--- config.mk ---
export PLATFORM = sky130hd
export DESIGN_NAME = apb_bus_arbiter
export DESIGN_NICKNAME = d
export VERILOG_FILES = /design/src/rtl/apb_bus_arbiter.sv
export SDC_FILE = /design/constraint.sdc
export NUM_CORES = 1
export LEC_CHECK = 0
export CORE_AREA = 2 2 117 119
export DETAILED_ROUTE_END_ITERATION = 10
export DIE_AREA = 0 0 119 121
export DONT_BUFFER_PORTS = 1
export GPL_TIMING_DRIVEN = 1
export PLACE_DENSITY_LB_ADDON = 0.12
export SLEW_MARGIN = 5
export SYNTH_ARGS = -nofsm -noshare
export SYNTH_HDL_FRONTEND = slang
export SYNTH_SLANG_ARGS = --single-unit
--- constraint.sdc ---
create_clock -name PCLK -period 2.1 [get_ports PCLK]
set_clock_uncertainty 0.2 [all_clocks]
set_input_delay 0.105 -clock PCLK [delete_from_list [all_inputs] [get_ports PCLK]]
set_output_delay 0.105 -clock PCLK [all_outputs]
set_load 0.1 [all_outputs]
--- src/rtl/apb_bus_arbiter.sv ---
// Two-port round-robin arbiter in front of an APB master, with optional bus lock
// for atomic sequences and registered request/response paths.
module apb_bus_arbiter #(
    parameter int ADDR_W   = 32,
    parameter int DATA_W   = 32,
    parameter int LOCK_MAX = 4
) (
    input  logic              PCLK,
    input  logic              PRESET,
    input  logic              m0_transfer,
    input  logic              m0_write,
    input  logic [ADDR_W-1:0] m0_addr,
    input  logic [DATA_W-1:0] m0_wdata,
    input  logic              m0_lock,
    output logic [DATA_W-1:0] m0_rdata,
    output logic              m0_ready,
    input  logic              m1_transfer,
    input  logic              m1_write,
    input  logic [ADDR_W-1:0] m1_addr,
    input  logic [DATA_W-1:0] m1_wdata,
    input  logic              m1_lock,
    output logic [DATA_W-1:0] m1_rdata,
    output logic              m1_ready,
    output logic              transfer,
    output logic              write,
    output logic [ADDR_W-1:0] addr,
    output logic [DATA_W-1:0] wdata,
    input  logic [DATA_W-1:0] rdata,
    input  logic              ready,
    output logic [1:0]        grant
);

    typedef enum logic [1:0] {S_IDLE, S_SETUP, S_WAIT, S_RESP} state_t;

    state_t            r_state;
    logic              r_last_owner;
    logic              r_owner;
    logic              r_locked;
    logic              r_lock_req;
    logic [7:0]        r_lock_cnt;
    logic              r_transfer;
    logic              r_write;
    logic [ADDR_W-1:0] r_addr;
    logic [DATA_W-1:0] r_wdata;
    logic [1:0]        r_grant;
    logic [DATA_W-1:0] r_m0_rdata;
    logic [DATA_W-1:0] r_m1_rdata;
    logic              r_m0_ready;
    logic              r_m1_ready;

    logic              w_lock_hold;
    logic              w_req_any;
    logic              w_pick_m1;
    logic [8:0]        w_lock_next;

    // A held lock keeps the bus only while its owner is still asking for it.
    assign w_lock_hold = r_locked && (r_last_owner ? m1_transfer : m0_transfer);
    assign w_req_any   = m0_transfer | m1_transfer;
    assign w_lock_next = {1'b0, r_lock_cnt} + 9'd1;

    always_comb begin
        w_pick_m1 = 1'b0;
        if (w_lock_hold)
            w_pick_m1 = r_last_owner;
        else if (m0_transfer && m1_transfer)
            w_pick_m1 = ~r_last_owner;
        else
            w_pick_m1 = m1_transfer;
    end

    always_ff @(posedge PCLK or negedge PRESET) begin
        if (!PRESET) begin
            r_state      <= S_IDLE;
            r_last_owner <= 1'b1;
            r_owner      <= 1'b0;
            r_locked     <= 1'b0;
            r_lock_req   <= 1'b0;
            r_lock_cnt   <= '0;
            r_transfer   <= 1'b0;
            r_write      <= 1'b0;
            r_addr       <= '0;
            r_wdata      <= '0;
            r_grant      <= 2'b00;
            r_m0_rdata   <= '0;
            r_m1_rdata   <= '0;
            r_m0_ready   <= 1'b0;
            r_m1_ready   <= 1'b0;
        end else begin
            case (r_state)
                S_IDLE: begin
                    if (!w_lock_hold) begin
                        r_locked   <= 1'b0;
                        r_lock_cnt <= '0;
                    end
                    if (w_req_any) begin
                        r_owner    <= w_pick_m1;
                        r_grant    <= w_pick_m1 ? 2'b10 : 2'b01;
                        r_write    <= w_pick_m1 ? m1_write : m0_write;
                        r_addr     <= w_pick_m1 ? m1_addr  : m0_addr;
                        r_wdata    <= w_pick_m1 ? m1_wdata : m0_wdata;
                        r_lock_req <= w_pick_m1 ? m1_lock  : m0_lock;
                        r_transfer <= 1'b1;
                        r_state    <= S_SETUP;
                    end
                end
                S_SETUP: begin
                    r_transfer <= 1'b0;
                    r_state    <= S_WAIT;
                end
                S_WAIT: begin
                    if (ready) begin
                        if (r_owner) begin
                            r_m1_rdata <= rdata;
                            r_m1_ready <= 1'b1;
                        end else begin
                            r_m0_rdata <= rdata;
                            r_m0_ready <= 1'b1;
                        end
                        r_state <= S_RESP;
                    end
                end
                S_RESP: begin
                    r_m0_ready   <= 1'b0;
                    r_m1_ready   <= 1'b0;
                    r_last_owner <= r_owner;
                    r_grant      <= 2'b00;
                    // Forced release once LOCK_MAX consecutive locked transfers are done.
                    if (r_lock_req && (w_lock_next < 9'(LOCK_MAX))) begin
                        r_locked   <= 1'b1;
                        r_lock_cnt <= w_lock_next[7:0];
                    end else begin
                        r_locked   <= 1'b0;
                        r_lock_cnt <= '0;
                    end
                    r_state <= S_IDLE;
                end
                default: r_state <= S_IDLE;
            endcase
        end
    end

    assign transfer = r_transfer;
    assign write    = r_write;
    assign addr     = r_addr;
    assign wdata    = r_wdata;
    assign grant    = r_grant;
    assign m0_rdata = r_m0_rdata;
    assign m1_rdata = r_m1_rdata;
    assign m0_ready = r_m0_ready;
    assign m1_ready = r_m1_ready;

endmodule

==> results of run 1 <==
## synthesized netlist by cell type
cell,count
a311oi_1,1
o21ai_0,59
buf_4,1
a21oi_1,4
nor3b_1,2
xor2_1,3
and3_1,1
inv_1,5
a21boi_2,1
ha_1,6
nor3_1,1
dfstp_2,1
o21ai_1,12
o32a_1,1
nand2_1,75
o31ai_1,2
mux2i_1,67
nand3b_1,1
nand3_1,4
buf_2,11
a22oi_1,1
o21a_1,1
buf_12,2
mux2_2,65
clkbuf_1,11
a22o_1,1
nand4b_1,1
a41oi_1,1
and2_1,6
xnor2_1,1
o22ai_1,1
nor2b_1,2
buf_6,5
a31oi_1,1
dfrtp_1,147
## cells by family after synthesis
group                      after synthesis  share of synthesized area, %
DFF                                    148                          58.8
muxes                                  132                          22.3
and+or+nand+nor                         93                          6.26
AOI/OAI and AO/OA                       86                          7.39
buffers and inverters                   35                          3.48
adders and majority gates                6                          1.19
xor gates and xnor gates                 4                         0.557
## through the flow
step / hold WS [ps] / cells / cell area, µm²
2_1_floorplan: -391 / 504 / 6300
3_3_place_gp: -387 / 792 / 7480
3_5_place_dp: -387 / 792 / 7480
==> impl_metrics.tcl, run 1 <==
set metrics [dict create \
    buffer_ports.inserted 0 \
    dp.final_hpwl_um 10700 \
    ctsHtreeMaxLevel 4 \
    synthCells 504 \
    boundaryPins 303 \
    die_w_um 119 \
    result_of_the_run "stopped before the end" \
    tritoncts.num_buffers 17 \
    floorplan.die.height_um 121 \
    synth_seq_area_share_pct 58.8 \
    netlist-cell-type-count 35 \
    synth.yosys.warnings 0 \
    hold_buffers 166 \
    synth_area_mm2 0.00630 \
    post_cts_resized 0 \
    last-stage-reached "4_1_cts" \
    clockBufferDepth 2 \
    clkSinkCount 148 \
    synth_top_cells_by_area "dfrtp_1, mux2_2, mux2i_1" \
    initial_utilization_pct 48.1 \
    gp_routability_congestion 0.835 \
    clock_tree.root_cell "clkbuf_16" \
    postCtsSetupBuffers 0 \
    synth_top_area_share_pct 58.4 \
    synth_top_cell_by_area "dfrtp_1" \
    ys_ff_latch 148 \
    core.rowCount 42 \
    synth.avg_cell_area_um2 12.5 \
    synthesized_net_count 679 \
    place_ws_ps 211 \
    stop_error "[ERROR RSZ-0060] Max buffer count reached." \
]
==> run 2: changes to the inputs <==
CORE_AREA = unset   (was 2 2 117 119)
CORE_UTILIZATION = 40   (was unset)
DIE_AREA = unset   (was 0 0 119 121)
PLACE_DENSITY_LB_ADDON = 0.15   (was 0.12)
==> run 2 against run 1 <==
Net effect: the flow now finishes, with violations (hold timing); synthesized cell count is the same; area after synthesis is the same.
==> impl_metrics.tcl, run 2 <==
set metrics [dict create \
    result_of_the_run "finished with violations" \
    failing_checks "hold timing" \
    grt_start_max_net_pins 149 \
    first_global_vias 5386 \
    critPathRequiredTime_ps 2190 \
    design.final.nets 980 \
    floorplan.die.height_um 127 \
    synth_simple_gate_area_share_pct 6.26 \
    die_w_um 127 \
    timing.final.max_slew_violations 0 \
    routed_wirelength_um 17200 \
    finalSetupViolations 0 \
    synth_area_mm2 0.00630 \
    clock_insertion_delay_at_the_later_pin_of_the_skew_report_ps 420 \
    crit_path_start_kind "register" \
    syn2layout_area_growth_pct 56.2 \
    maxSlewHeadroom_pct 62.7 \
    tritoncts.num_buffers 17 \
    floorplan.die_area_mm2 0.0162 \
    number_of_diodes_added_for_antenna_fixing 0 \
    initial_utilization_pct 41.3 \
    synth_most_common_cell "dfrtp_1" \
    synth.avg_cell_area_um2 12.5 \
    worst_setup_path_end_kind "register" \
    min_period_ps 1970 \
    drtPass1Iterations 4 \
    synth_compound_area_share_pct 7.39 \
    synth_seq_area_share_pct 58.8 \
    synth_top_cell_by_area "dfrtp_1" \
    most_common_library_cell_in_the_layout_ignoring_fill_and_taps "dlygate4sd3_1" \
    max_stage_delay_ps 550 \
    clock.fmax_mhz 507 \
    antenna_found_initial 0 \
    synth_fa_ha_area_share_pct 1.19 \
    core.rowCount 45 \
    synth_top_cells_by_area "dfrtp_1, mux2_2, mux2i_1" \
    remaining_global_route_overflow 0 \
    number_of_synthesized_flops_with_an_enable_pin 0 \
    hold_class "in2async" \
    clk_pin_slew_worst_paths_ps 60 \
    final_min_period_over_clock_period_pct 94.0 \
    postCtsSetupBuffers 0 \
    ys_async_sr_fraction_pct 100 \
    crit_arrival_ps 2070 \
    placeableCoreArea_mm2 0.0153 \
    main_flop_type_after_synthesis "dfrtp_1" \
    num_vias 5012 \
    setup-tns-final_ps 0 \
    worstSetupPathType "reg2reg" \
    hold_buffers 167 \
    ys_ff_latch 148 \
    synthCells 504 \
    grt.total_usage_pct 22.0 \
    worst_slew_pin_slew_ps 557 \
    clockBufferDepth 2 \
    most-common-layout-cells "dlygate4sd3_1, dfrtp_1, buf_4, nand2_1, mux2i_1" \
    clkSinkCount 148 \
    netlist-cell-type-count 35 \
    ctsHtreeMaxLevel 4 \
    cp_cell_sequence "xor2_1 > a21boi_4 > buf_12 > mux2i_1 > o21ai_0" \
    routed_via_density 4.87 \
    rsz_0062_raised_after_global_routing "false" \
    combinational_family_with_the_most_area_after_synthesis "multiplexers" \
    post_synth_mux_area_share_pct 22.3 \
    critical-path-slowest-cell "dfstp_2" \
    hold_ws_ps -822 \
    synth_top_area_share_pct 58.4 \
    max_cap_violations 0 \
    final_antenna_net_count 0 \
    drive_gt1_share_pct 30.0 \
    clock_tree.root_cell "clkbuf_16" \
    crit-reg2reg-launch "r_last_owner$_DFFE_PN1P_" \
    synth_top_cells_by_count "dfrtp_1, nand2_1, mux2i_1" \
    drt_drc_violations_left 0 \
    gp_routability_congestion 0.774 \
    routedWlPerCell_um 16.7 \
    synth.yosys.warnings 0 \
    synthesized_net_count 679 \
    tritoncts "built" \
    boundaryPins 303 \
    first_iter_violations 156 \
    buffer_ports.inserted 0 \
    cp-startpoint "r_last_owner$_DFFE_PN1P_" \
    finalHoldViolations 148 \
    path_max_fanout 48 \
    dp.final_hpwl_um 10600 \
    grt_first_pass_wirelength_um 27400 \
    numPlacedInstances 830 \
    layout.cells.non_filler 1029 \
    yosys.area_share.xor_xnor_pct 0.556 \
]
-- run 2: cell counts after synthesis --
Identical to the previous run, type by type.
-- run 2: per-stage QoR --
| stage | worst slack [ps] | hold WS [ps] | area, µm² | util (%) |
|---|---|---|---|---|
| 2_1_floorplan | 228 | -391 | 6300 | - |
| 3_3_place_gp | 176 | -387 | 7530 | 49.3 |
| 3_5_place_dp | 116 | -387 | 7530 | 49.3 |
| 4_1_cts | 102 | -846 | 9830 | 64.4 |
| 5_1_grt | 42.1 | -848 | 9830 | 64.4 |
| 6_report | 126 | -822 | 9830 | 64.4 |
-- run 2: worst max-delay path: cells and delay by family, from the launching register on --
| kind | cells | cell delay (ps) |
|---|---|---|
| compound gates | 2 | 330 |
| xor+xnor | 1 | 100 |
| buf+inv | 1 | 310 |
| flops | 1 | 550 |
| mux | 1 | 290 |
-- run 2: area by class of cell --
class,instances,area [µm²]
clock buffers,22,484
inverters,5,18.8
well taps,211,264
multi-input cells,321,2390
fillers,1130,5430
clock inverters,10,145
flip-flops and latches,148,3700
repair buffers,312,2820
-- run 2: final timing paths --
path / slack [ps] / end / depth (start not counted)
max: 130 / wdata[16]$_DFFE_PN0P_ / 5
min: -820 / m0_rdata[16]$_DFFE_PN0P_ / 0
max reg2reg: 130 / wdata[16]$_DFFE_PN0P_ / 5
min reg2reg: 290 / r_lock_req$_DFFE_PN0P_ / 2
max in group asynchronous: 2230 / m1_rdata[12]$_DFFE_PN0P_ / 0
min in group PCLK: 20 / r_lock_cnt[0]$_DFFE_PN0P_ / 4
-- run 2: repair_timing --
| action | in CTS | in global routing |
|---|---|---|
| resized for setup | 0 | 1 |
| hold endpoints to repair | 286 | 148 |
| endpoints found under the setup margin | 0 | 2 |
-- run 2: per-layer routing --
layer	vias up	wire length [µm]	global-route usage (%)
met3	47	1270	6.66
met4	0	536	11.6
li1	2357	-	-
met1	2384	6620	23.8
met5	-	0	0
met2	224	8790	38.7
-- run 2: cell families after synthesis --
group                    Yosys count
AO/OA/AOI/OAI                     86
XOR/XNOR                           4
adder cells (fa/ha/maj)            6
buffers and inverters             35
flip-flops                       148
multiplexers                     132
AND/OR/NAND/NOR                   93
Power of run 2 is not shown: default switching activity piles up to over one toggle a cycle in this logic, so the estimate is an artifact.
==> run 3: changes to the inputs <==
CTS_BUF_LIST = sky130_fd_sc_hd__clkbuf_16   (was unset)
CTS_CLUSTER_SIZE = 12   (was unset)
==> run 3 against run 2 <==
Net effect: the flow still finishes with violations (hold timing); count of clock-buffer cells in the layout down 5; via count shrank 0.12%; die area did not move; sequential share of layout area rose by 0.13 points.
==> impl_metrics.tcl, run 3 (synthesis results as in run 2) <==
set metrics [dict create \
    drt_drc_violations_left 0 \
    first_iter_violations 124 \
    drive_gt1_share_pct 29.6 \
    routed_wirelength_um 17100 \
    hold_buffers 167 \
    hold_class "in2async" \
    most-common-layout-cells "dlygate4sd3_1, dfrtp_1, buf_4, nand2_1, mux2i_1" \
    worst_setup_path_end_kind "register" \
    crit_path_start_kind "register" \
    gp_routability_congestion 0.774 \
    drtPass1Iterations 4 \
    rsz_0062_raised_after_global_routing "false" \
    timing.final.max_slew_violations 0 \
    remaining_global_route_overflow 0 \
    boundaryPins 303 \
    antenna_found_initial 0 \
    critical-path-slowest-cell "dfstp_2" \
    crit_arrival_ps 2070 \
    clock_tree.root_cell "clkbuf_16" \
    floorplan.die.height_um 127 \
    cp_cell_sequence "xor2_1 > a21boi_4 > buf_12 > mux2i_1 > o21ai_0" \
    final_antenna_net_count 0 \
    worstSetupPathType "reg2reg" \
    min_period_ps 1980 \
    maxSlewHeadroom_pct 63.3 \
    setup-tns-final_ps 0 \
    postCtsSetupBuffers 0 \
    clock_insertion_delay_at_the_later_pin_of_the_skew_report_ps 410 \
    die_w_um 127 \
    tritoncts.num_buffers 17 \
    buffer_ports.inserted 0 \
    number_of_diodes_added_for_antenna_fixing 0 \
    grt_first_pass_wirelength_um 27300 \
    worst_slew_pin_slew_ps 549 \
    num_vias 5006 \
    failing_checks "hold timing" \
    path_max_fanout 48 \
    most_common_library_cell_in_the_layout_ignoring_fill_and_taps "dlygate4sd3_1" \
    routedWlPerCell_um 16.7 \
    clockBufferDepth 2 \
    tritoncts "built" \
    design.final.nets 980 \
    syn2layout_area_growth_pct 55.6 \
    floorplan.die_area_mm2 0.0162 \
    initial_utilization_pct 41.3 \
    placeableCoreArea_mm2 0.0153 \
    finalHoldViolations 148 \
    max_cap_violations 0 \
    ctsHtreeMaxLevel 4 \
    final_min_period_over_clock_period_pct 94.5 \
    clk_pin_slew_worst_paths_ps 60 \
    critPathRequiredTime_ps 2190 \
    routed_via_density 4.86 \
    finalSetupViolations 0 \
    grt_start_max_net_pins 149 \
    clock.fmax_mhz 504 \
    first_global_vias 5375 \
    core.rowCount 45 \
    critical-path-top-delay-family "flip-flops" \
    worst-path-buf-inv 1 \
    result_of_the_run "finished with violations" \
    max_stage_delay_ps 560 \
    dp.final_hpwl_um 10600 \
    clkSinkCount 148 \
    hold_ws_ps -819 \
    grt.total_usage_pct 21.9 \
]
[run 3: changes by cell type in the layout (fill, tap and decap cells not counted)]
| cell | change |
|---|---|
| clkbuf_1 | -1 |
| clkbuf_8 | -4 |
| nor3b_1 | -1 |
| inv_1 | +1 |
| clkinv_1 | +4 |
| nor3b_2 | +1 |
[run 3: final cells by class]
type	instances	area, µm²
sequential	148	3700
timing repair buffer	312	2820
inverter	5	18.8
fill	1135	5460
clock inverter	15	164
clock buffer	17	425
tap	211	264
multi-input combinational	321	2400
[run 3: metal layers]
| layer | GRT usage (%) | vias up | wire (µm) |
|---|---|---|---|
| met1 | 23.7 | 2378 | 6580 |
| met2 | 38.3 | 225 | 8770 |
| li1 | - | 2355 | - |
| met4 | 10.6 | 0 | 480 |
| met5 | 0 | - | 0 |
| met3 | 7.41 | 48 | 1300 |
[run 3: final timing paths]
kind,startpoint,to,slack (ps),cells past startpoint
worst max-delay path,r_last_owner$_DFFE_PN1P_,wdata[16]$_DFFE_PN0P_,120,5
worst min-delay path,PRESET,m0_rdata[16]$_DFFE_PN0P_,-820,0
worst max register to register,r_last_owner$_DFFE_PN1P_,wdata[16]$_DFFE_PN0P_,120,5
worst min register to register,r_lock_req$_DFFE_PN0P_,r_lock_req$_DFFE_PN0P_,290,2
max in group asynchronous,PRESET,r_last_owner$_DFFE_PN1P_,2210,0
min in group PCLK,m0_transfer,r_lock_cnt[0]$_DFFE_PN0P_,30,4
[run 3: per-stage QoR]
step                cell area, µm²  util (%)  hold WS [ps]  cells  worst slack (ps)
floorplan                     6300         -          -391    504               228
global placement              7530      49.3          -387    830               176
detailed placement            7530      49.3          -387    830               116
CTS                           9790      64.2          -843   1029               102
global route                  9800      64.2          -848   1029              40.4
finish                        9800      64.2          -819   1029               116
[run 3: repair_timing]
item / CTS / global route
hold endpoints to repair: 286 / 148
setup endpoints to repair: 0 / 2
resized for setup: 0 / 2
Power of run 3 is left out for the same reason.
